File: src/rtl/mvp_sync_pulse_pkg.sv
// Shared constants, arbiter state encoding and round-robin helper for mvp_sync_pulse_mc.
// Optional overflow flags are enabled by defining MVP_SYNC_PULSE_MC_OVF_EN.
package mvp_sync_pulse_pkg;

  localparam int unsigned MaxNumCh      = 16;
  localparam int unsigned MaxChW        = 4;
  localparam int unsigned MinSyncStages = 2;
  localparam int unsigned MaxSyncStages = 4;

  typedef enum logic {
    StIdle   = 1'b0,
    StLocked = 1'b1
  } arb_state_e;

  // First set request at or after ptr, wrapping at num_ch; 0 when nothing is requested.
  function automatic logic [MaxChW-1:0] rr_first(input logic [MaxNumCh-1:0] req,
                                                 input logic [MaxChW-1:0]   ptr,
                                                 input int unsigned         num_ch);
    logic [MaxChW-1:0] idx;
    rr_first = '0;
    for (int unsigned k = MaxNumCh; k > 0; k--) begin
      if (k <= num_ch) begin
        idx = MaxChW'((32'(ptr) + k - 1) % num_ch);
        if (req[idx]) rr_first = idx;
      end
    end
  endfunction

endpackage

File: src/rtl/mvp_sync_pulse_mc_ch.sv
// One event channel: toggle synchroniser, warm-up-gated edge detect, saturating event counter.
// Sticky overflow flag exists only when MVP_SYNC_PULSE_MC_OVF_EN is defined.
module mvp_sync_pulse_ch
  import mvp_sync_pulse_pkg::*;
#(
  parameter int unsigned SYNC_STAGES = 2,
  parameter int unsigned CNT_W       = 3
) (
  input  logic clk,
  input  logic reset,
  input  logic toggle_in,
  input  logic warm_done,
  input  logic dec,
  input  logic ovf_clr,
  output logic pending,
  output logic ovf
);

  localparam int unsigned Stages = (SYNC_STAGES < MinSyncStages) ? MinSyncStages :
                                   (SYNC_STAGES > MaxSyncStages) ? MaxSyncStages : SYNC_STAGES;
  localparam logic [CNT_W-1:0] CntMax = '1;

  logic [Stages-1:0] sync_q;
  logic              ref_q;
  logic              sync_out;
  logic              edge_det;
  logic              inc;
  logic              sat_drop;
  logic [CNT_W-1:0]  cnt_q, cnt_d;

  assign sync_out = sync_q[Stages-1];
  assign edge_det = sync_out ^ ref_q;
  // The reference keeps tracking during warm-up so a level already high at reset is absorbed.
  assign inc      = edge_det & warm_done;

  always_ff @(posedge clk) begin
    if (reset) begin
      sync_q <= '0;
      ref_q  <= 1'b0;
      cnt_q  <= '0;
    end else begin
      sync_q <= {sync_q[Stages-2:0], toggle_in};
      ref_q  <= sync_out;
      cnt_q  <= cnt_d;
    end
  end

  always_comb begin
    cnt_d    = cnt_q;
    sat_drop = 1'b0;
    if (inc && !dec) begin
      if (cnt_q == CntMax) sat_drop = 1'b1;
      else                 cnt_d    = cnt_q + CNT_W'(1);
    end else if (dec && !inc) begin
      cnt_d = cnt_q - CNT_W'(1);
    end
  end

  assign pending = |cnt_q;

`ifdef MVP_SYNC_PULSE_MC_OVF_EN
  logic ovf_q;

  always_ff @(posedge clk) begin
    if (reset) ovf_q <= 1'b0;
    else       ovf_q <= sat_drop | (ovf_q & ~ovf_clr);
  end

  assign ovf = ovf_q;
`else
  logic unused_ovf;
  assign unused_ovf = sat_drop ^ ovf_clr;
  assign ovf        = 1'b0;
`endif

endmodule

File: src/rtl/mvp_sync_pulse_mc.sv
// Multi-channel toggle-to-event receiver with a round-robin valid/ready event port.
// Define MVP_SYNC_PULSE_MC_OVF_EN to implement the sticky per-channel overflow flags.
module mvp_sync_pulse_mc
  import mvp_sync_pulse_pkg::*;
#(
  parameter int unsigned NUM_CH      = 4,
  parameter int unsigned SYNC_STAGES = 2,
  parameter int unsigned CNT_W       = 3,
  parameter int unsigned CH_W        = (NUM_CH > 1) ? $clog2(NUM_CH) : 1
) (
  input  logic              clk,
  input  logic              reset,
  input  logic [NUM_CH-1:0] toggle_in,
  output logic              evt_valid,
  output logic [CH_W-1:0]   evt_ch,
  input  logic              evt_ready,
  output logic [NUM_CH-1:0] pending,
  output logic [NUM_CH-1:0] ovf,
  input  logic [NUM_CH-1:0] ovf_clr
);

  localparam int unsigned   WarmCycles = SYNC_STAGES + 1;
  localparam int unsigned   WarmW      = $clog2(WarmCycles + 1);
  localparam logic [CH_W-1:0] LastCh   = CH_W'(NUM_CH - 1);

  logic [WarmW-1:0]    warm_q;
  logic                warm_done;
  logic                handshake;
  logic [NUM_CH-1:0]   dec;
  logic                any_pending;
  logic [MaxNumCh-1:0] req;
  logic [CH_W-1:0]     pick;
  arb_state_e          state_q, state_d;
  logic [CH_W-1:0]     grant_q, grant_d;
  logic [CH_W-1:0]     rr_ptr_q, rr_ptr_d;

  function automatic logic [CH_W-1:0] wrap_inc(input logic [CH_W-1:0] ch);
    return (ch == LastCh) ? '0 : ch + CH_W'(1);
  endfunction

  assign warm_done = (warm_q == WarmW'(WarmCycles));

  always_ff @(posedge clk) begin
    if (reset)          warm_q <= '0;
    else if (!warm_done) warm_q <= warm_q + WarmW'(1);
  end

  assign handshake = evt_valid & evt_ready;

  for (genvar i = 0; i < NUM_CH; i++) begin : gen_ch
    assign dec[i] = handshake && (evt_ch == CH_W'(i));

    mvp_sync_pulse_ch #(
      .SYNC_STAGES(SYNC_STAGES),
      .CNT_W      (CNT_W)
    ) u_ch (
      .clk      (clk),
      .reset    (reset),
      .toggle_in(toggle_in[i]),
      .warm_done(warm_done),
      .dec      (dec[i]),
      .ovf_clr  (ovf_clr[i]),
      .pending  (pending[i]),
      .ovf      (ovf[i])
    );
  end

  assign any_pending = |pending;

  always_comb begin
    req              = '0;
    req[NUM_CH-1:0]  = pending;
    pick             = CH_W'(rr_first(req, MaxChW'(rr_ptr_q), NUM_CH));
  end

  always_ff @(posedge clk) begin
    if (reset) begin
      state_q  <= StIdle;
      grant_q  <= '0;
      rr_ptr_q <= '0;
    end else begin
      state_q  <= state_d;
      grant_q  <= grant_d;
      rr_ptr_q <= rr_ptr_d;
    end
  end

  // A grant accepted in its first cycle never locks, keeping one event per cycle.
  always_comb begin
    state_d  = state_q;
    grant_d  = grant_q;
    rr_ptr_d = rr_ptr_q;
    unique case (state_q)
      StIdle: begin
        if (any_pending) begin
          if (evt_ready) begin
            rr_ptr_d = wrap_inc(pick);
          end else begin
            state_d = StLocked;
            grant_d = pick;
          end
        end
      end
      StLocked: begin
        if (evt_ready) begin
          rr_ptr_d = wrap_inc(grant_q);
          state_d  = StIdle;
        end
      end
      default: state_d = StIdle;
    endcase
  end

  always_comb begin
    evt_valid = 1'b0;
    evt_ch    = '0;
    unique case (state_q)
      StIdle: begin
        evt_valid = any_pending;
        evt_ch    = pick;
      end
      StLocked: begin
        evt_valid = 1'b1;
        evt_ch    = grant_q;
      end
      default: ;
    endcase
  end

endmodule

File: config.mk
export PLATFORM = sky130hd
export DESIGN_NAME = mvp_sync_pulse_mc
export DESIGN_NICKNAME = d
export VERILOG_FILES = /design/src/rtl/mvp_sync_pulse_pkg.sv /design/src/rtl/mvp_sync_pulse_mc_ch.sv /design/src/rtl/mvp_sync_pulse_mc.sv
export SDC_FILE = /design/constraint.sdc
export NUM_CORES = 1
export LEC_CHECK = 0
export BUFFER_PORTS_ARGS = -buffer_cell sky130_fd_sc_hd__buf_2
export CELL_PAD_IN_SITES_DETAIL_PLACEMENT = 0
export CELL_PAD_IN_SITES_GLOBAL_PLACEMENT = 2
export CORE_ASPECT_RATIO = 0.8
export CORE_MARGIN = 2
export CORE_UTILIZATION = 38
export DETAILED_ROUTE_END_ITERATION = 8
export PLACE_DENSITY_LB_ADDON = 0.15
export SYNTH_ARGS = -nofsm -noshare
export SYNTH_HDL_FRONTEND = slang
export SYNTH_HIERARCHICAL = 1
export SYNTH_SLANG_ARGS = --single-unit
File: constraint.sdc
create_clock -name clk -period 5.3 [get_ports clk]
set_input_delay 0.795 -clock clk [delete_from_list [all_inputs] [get_ports clk]]
set_output_delay 0.795 -clock clk [all_outputs]
set_load 0.05 [all_outputs]
Word-level counts from Yosys, hierarchy flattened
Index checks and enable logic that the tools add are counted.
- bits in registers: 31
- input port bits: 11
- output and inout port bits: 11
- logic and storage cells: 138
- add/subtract/negate cells: 19
- $lt $le $gt $ge: 4
- equal/unequal tests: 17
- muxes and demuxes: 35
- bitwise gates (word level): 11
- reduce and logical (&&, ||, !) cells: 36
- operator list (cell ; count):
    3-bit 2-to-1 mux ; 12
    2-bit by 5-bit less-than comparator with 1-bit output, second input constant ; 4
    2-bit 2-to-1 mux ; 9
    2-bit != test, second input constant ; 7
    3-bit by 1-bit adder with 3-bit output, second input constant ; 4
    3-bit equality test, second input constant ; 4
    1-bit logical AND ; 12
    12-bit OR reduction ; 1
    3-bit OR reduction ; 4
    3-bit by 1-bit subtractor with 3-bit output, second input constant ; 4
    2-bit by 1-bit adder with 2-bit output, second input constant ; 5
    2-bit equality test, second input constant ; 5
    1-bit binary-select mux with 2-bit select ; 4
    1-bit zero test ; 8
    2-bit case mux with 2 select lines ; 2
    2-bit AND reduction ; 4
    2-bit nonzero test ; 4
    2-bit by 1-bit subtractor with 2-bit output, second input constant ; 4
    1-bit 2-to-1 mux ; 6
    3-bit AND reduction ; 2
    1-bit bitwise AND ; 5
    2-bit adder, second input constant ; 2
    1-bit case mux with 2 select lines ; 2
    1-bit bitwise XOR ; 4
    other kinds (3) ; 4

Logic depth before layout (Yosys ltp)
- depth after elaboration: 15
- gate-level depth with buffers: 10
- gate-level depth less buffers: 10

Modules after synthesis
The synthesis kept the hierarchy.
- by module, submodules not included (module ; instances ; cells each ; area each (sq um) ; sequential area each (sq um)):
    mvp_sync_pulse_ch ; 4 ; 30 ; 294.0 ; 120.1
    mvp_sync_pulse_mc ; 1 ; 71 ; 561.8 ; 140.1

Worst setup path before layout
Ideal clock, no wire load.
- path kind: reg2out
- from: register gen_ch[2].u_ch.cnt_q[0]
- to: output evt_ch[0]
- arrival time: 2.768 ns
- data required time: 4.505 ns
- setup slack: 1.737 ns
- cell stages (with the launch flop): 6
- buffers on the path: 0
- cells stage by stage: dfxtp_1 > or3_1 > inv_1 > nor3_1 > or3_4 > o21ai_0
- longest elaborated chain between the ends: 8
- elaborated cells between the ends (all ways): 14
- those cells by class: mux (13); reduce/logical (1)
- ends and longest elaborated chain (what ; RTL line ; text):
    start, declared ; mvp_sync_pulse_mc_ch.sv:29 ; logic [CNT_W-1:0] cnt_q, cnt_d;
    start signal, assigned ; mvp_sync_pulse_mc_ch.sv:44 ; cnt_q <= cnt_d;
    3-bit OR reduction (*) ; mvp_sync_pulse_mc_ch.sv:59 ; assign pending = |cnt_q;
    via pending[2] ; mvp_sync_pulse_mc.sv:17 ; output logic [NUM_CH-1:0] pending,
    1-bit binary-select mux with 2-bit select ; mvp_sync_pulse_pkg.sv:24 ; if (req[idx]) rr_first = idx;
    1-bit 2-to-1 mux (implied by the code) ; mvp_sync_pulse_pkg.sv:24 ;
    2-bit 2-to-1 mux (3 in series) ; mvp_sync_pulse_pkg.sv:24 ;
    2-bit 2-to-1 mux (*) ; mvp_sync_pulse_pkg.sv:24 ;
    2-bit case mux with 2 select lines (*) ; mvp_sync_pulse_mc.sv:117 ; unique case (state_q)
    end, declared ; mvp_sync_pulse_mc.sv:15 ; output logic [CH_W-1:0] evt_ch,
The timed path passes the listed nets; every way through them passes the cells marked *. The select of a mux whose other input is x is not followed.

Worst setup path after layout
- from: register gen_ch[3].u_ch.cnt_q[0]
- to: register gen_ch[0].u_ch.cnt_q[2]
- longest elaborated chain between the ends: 14
- elaborated cells between the ends (all ways): 26
- those cells by class: eq/ne (1); mux (15); bitwise (1); reduce/logical (9)
- ends and longest elaborated chain (what ; RTL line ; text):
    start, declared ; mvp_sync_pulse_mc_ch.sv:29 ;
    start signal, assigned ; mvp_sync_pulse_mc_ch.sv:44 ;
    3-bit OR reduction ; mvp_sync_pulse_mc_ch.sv:59 ;
    1-bit binary-select mux with 2-bit select ; mvp_sync_pulse_pkg.sv:24 ;
    1-bit 2-to-1 mux (implied by the code) ; mvp_sync_pulse_pkg.sv:24 ;
    2-bit 2-to-1 mux (4 in series) ; mvp_sync_pulse_pkg.sv:24 ;
    2-bit case mux with 2 select lines ; mvp_sync_pulse_mc.sv:117 ;
    2-bit zero test ; mvp_sync_pulse_mc.sv:51 ; assign dec[i] = handshake && (evt_ch == CH_W'(i));
    1-bit logical AND (*) ; mvp_sync_pulse_mc.sv:51 ;
    via dec[0] ; mvp_sync_pulse_mc.sv:29 ; logic [NUM_CH-1:0] dec;
    1-bit zero test ; mvp_sync_pulse_mc_ch.sv:51 ; if (inc && !dec) begin
    1-bit logical AND ; mvp_sync_pulse_mc_ch.sv:51 ;
    2-bit != test (no line) or 2-bit nonzero test (tied branches) ; -- ;
    2-bit AND reduction (no line) ; -- ;
    end signal, assigned ; mvp_sync_pulse_mc_ch.sv:44 ;
    end, declared ; mvp_sync_pulse_mc_ch.sv:29 ;
Marked as above.
A chain may end at the register's enable or synchronous reset.

==> metrics.md <==
| Metric | Value |
|---|---|
| Slew Limit Fails | `0` |
| Crit path DAT | `3.33 ns` |
| Hold_buf cts | `0` |
| Pwr/cell area | `490 nW/um^2` |
| Drt pass-1 iters | `4` |
| Rel. slew slack | `51.4%` |
| Initial antenna violation count | `0` |
| CTS Buf Count | `5` |
| Max clock buf depth | `2` |
| Detailed-placement wirelength estimate | `2370 um` |
| Hold path start | `gen_ch[1].u_ch/sync_q[0]` |
| Multi-input logic area | `1050 sq um` |
| Post-synthesis sequential area ratio | `35.7%` |
| Maximum VDD drop | `217 uV` |
| CTS H-Tree Depth | `2` |
| GP Congestion | `0.757` |
| Root Buffer | `clkbuf_8` |
| Largest net degree at the start of global routing | `45` |
| Std-Cell Core Area | `4280 sq um` |
| Distinct cells, synth | `41` |
| Final Hold Fails | `0` |
| Avg Inst Size Synth | `9.10 sq um` |
| CP required | `5.46 ns` |
| Tightest Pin Transition | `0.728 ns` |
| Final-layout fill cell count | `424` |
| Share of flip-flops with an asynchronous set or reset | `0%` |
| Placed insts | `253` |
| Leak Pwr | `0.000824 uW` |
| Setup tns final | `0 ns` |
| Ys Warns | `6` |
| Clk slew on worst S/H paths | `0.07 ns` |
| Mapped Cells | `191` |
| Sequential Area | `621 sq um` |
| Crit Reg-Reg Startpoint | `gen_ch[3].u_ch/cnt_q[0]` |
| Worst Path Max Fanout | `7` |
| Total GRT Usage | `13.7%` |
| Dominant synthesized flop cell | `dfxtp_1` |
| Die ar. | `5130 sq um` |
| Area Growth Syn to Fin | `9.72%` |
| Final Skew | `0.00461 ns` |
| Routed WL per cell | `12.4 um` |
| Io pins | `22` |
| Post-CTS Resized | `0` |
| Drt first-iter violations | `65` |
| Buffer count from post-CTS setup fixing | `0` |
| # setup viols final | `0` |
| Share of layout cells above drive strength 1 | `17.7%` |
| Post-synth EDFFs | `0` |
| Fin crit period | `3.17 ns` |
| CTS tree | `yes` |
| Cell area after synthesis | `1740 sq um` |
| Post-route clock period utilization | `59.8%` |
| Max-Cap Viols | `0` |
| Row count | `21` |
| RSZ-0062 raised after global routing | `no` |
| Crit Path Class | `flip-flop to flip-flop` |
| Non-filler cells, final | `260` |
| HP Class | `flip-flop to flip-flop` |
| Clock latency on the worst-skew pair | `0.27 ns` |
| Critical Path Source Type | `flip-flop` |
| Vias in the first global route | `1268` |
| Routed WL | `3210 um` |
| Die X-Extent | `79.6 um` |
| Die Y | `64.5 um` |
| Initial Util | `40.6%` |
| FF+latch count, synth | `31` |
| Crit end category | `flip-flop` |
| Final setup margin | `2.13 ns` |
| Final ANT Viol Nets | `0` |
| First-pass GRT wire length | `5550 um` |
| Clock sinks | `31` |
| Pre-CTS WS | `2.15 ns` |
| Ant diodes | `0` |
| Syn_nets | `208` |
| Vias/cell | `5.05` |
| Total global routing overflow | `0` |
| Layout Nets | `220` |
| Max Clk Rate | `0.316 GHz` |
| PortBufs | `13` |
| Routed via count | `1314` |
| Run status | `finished, final reports clean` |
| DRC viols | `0` |
| Worst Setup SP | `gen_ch[3].u_ch/cnt_q[0]` |
[cell usage in the layout, fill, tap and decap left out, types with 2 or more instances in the layout]
master / instances
dfxtp_1: 31
nor2b_1: 25
nor2_1: 15
nand2_1: 13
buf_2: 13
a21oi_1: 9
nand2b_1: 8
nor3_1: 6
or3_1: 6
clkbuf_8: 6
o21ai_0: 5
nand3_1: 5
xor2_1: 5
mux2i_1: 5
or2_2: 4
and4b_1: 4
mux2_2: 4
a22oi_1: 4
mux2_1: 4
fa_1: 4
conb_1: 4
inv_1: 3
a41o_1: 2
a311oi_1: 2
ha_1: 2
[cell usage after synthesis (5+ instances only)]
cell type	number	share of area [%]
nand2b_1	8	2.9
mux2i_1	5	2.9
nor2b_1	25	9.0
nand3_1	5	1.4
a21oi_1	9	2.6
nor2_1	15	3.2
o21ai_0	5	1.4
or3_1	6	2.2
dfxtp_1	31	36
nand2_1	13	2.8
xor2_1	5	2.5
nor3_1	6	1.7
[critical path: stages (launching register included)]
cell     delay [ns]
dfxtp_1        0.35
or3_1          0.52
nor4_4         0.48
nor2_1         0.14
a41o_1         0.30
or2_2          0.32
fa_1           0.39
a22oi_1        0.22
mux2_1         0.34
[area by class of cell]
class	count	share of cell area, %
Inverter	3	0.591
Clock buffer	6	4.33
Clock inverter	1	0.262
Sequential cell	31	32.5
Multi-Input combinational cell	149	55.1
Timing Repair Buffer	13	3.41
Tap cell	57	3.74
[power by group]
group          internal (uW)  switching (uW)  leakage [uW]
sequential               268            44.4      0.000254
clock                    102            83.2     0.0000470
combinational            152             285      0.000523
total                    522             413      0.000824
[flip-flops by register name (all words and copies together), names as in the netlist]
name and count:
gen_ch.u_ch/sync_q 8, gen_ch.u_ch/cnt_q 12, state_q 1, gen_ch.u_ch/ref_q 4
warm_q 2, grant_q 2, rr_ptr_q 2
[routing by layer]
layer	vias to the layer above	global-route usage, %	wire length (um)
met3	2	3.76	168
li1	677	-	-
met5	-	0	0
met1	608	17.5	1560
met4	0	3.88	18
met2	27	22.9	1460
[per-stage QoR]
| step | utilization (%) | area [sq um] | hold WS, ns | power [uW] |
|---|---|---|---|---|
| 2_1_floorplan | - | 1740 | 0.414 | 677 |
| 3_3_place_gp | 42.5 | 1820 | 0.420 | 744 |
| 3_5_place_dp | 42.5 | 1820 | 0.425 | 757 |
| 4_1_cts | 44.5 | 1910 | 0.440 | 948 |
| 5_1_grt | 44.5 | 1910 | 0.459 | 1000 |
| 6_report | 44.5 | 1910 | 0.439 | 935 |
[cells by family (layout without fill, tap and decap cells)]
| kind of cell | Yosys count | in the layout | synth area share [%] |
|---|---|---|---|
| adder cells (fa/ha/maj) | 6 | 6 | 6.05 |
| XOR/XNOR | 5 | 5 | 2.52 |
| AO/OA/AOI/OAI | 32 | 32 | 13.6 |
| buffers and inverters | 11 | 23 | 3.81 |
| flip-flops | 31 | 31 | 35.7 |
| multiplexers | 13 | 13 | 8.06 |
| other | 4 | 4 | 0.864 |
| AND/OR/NAND/NOR | 89 | 89 | 29.4 |
[path summary, 6_finish.rpt]
kind              slack, ns  depth (start not counted)                        to
setup reg to reg       2.13                          8   gen_ch[0].u_ch/cnt_q[2]
setup / recovery       2.13                          8   gen_ch[0].u_ch/cnt_q[2]
hold / removal         0.44                          1  gen_ch[1].u_ch/sync_q[1]
hold reg to reg        0.44                          1  gen_ch[1].u_ch/sync_q[1]
(Power assumes the default switching activity.)
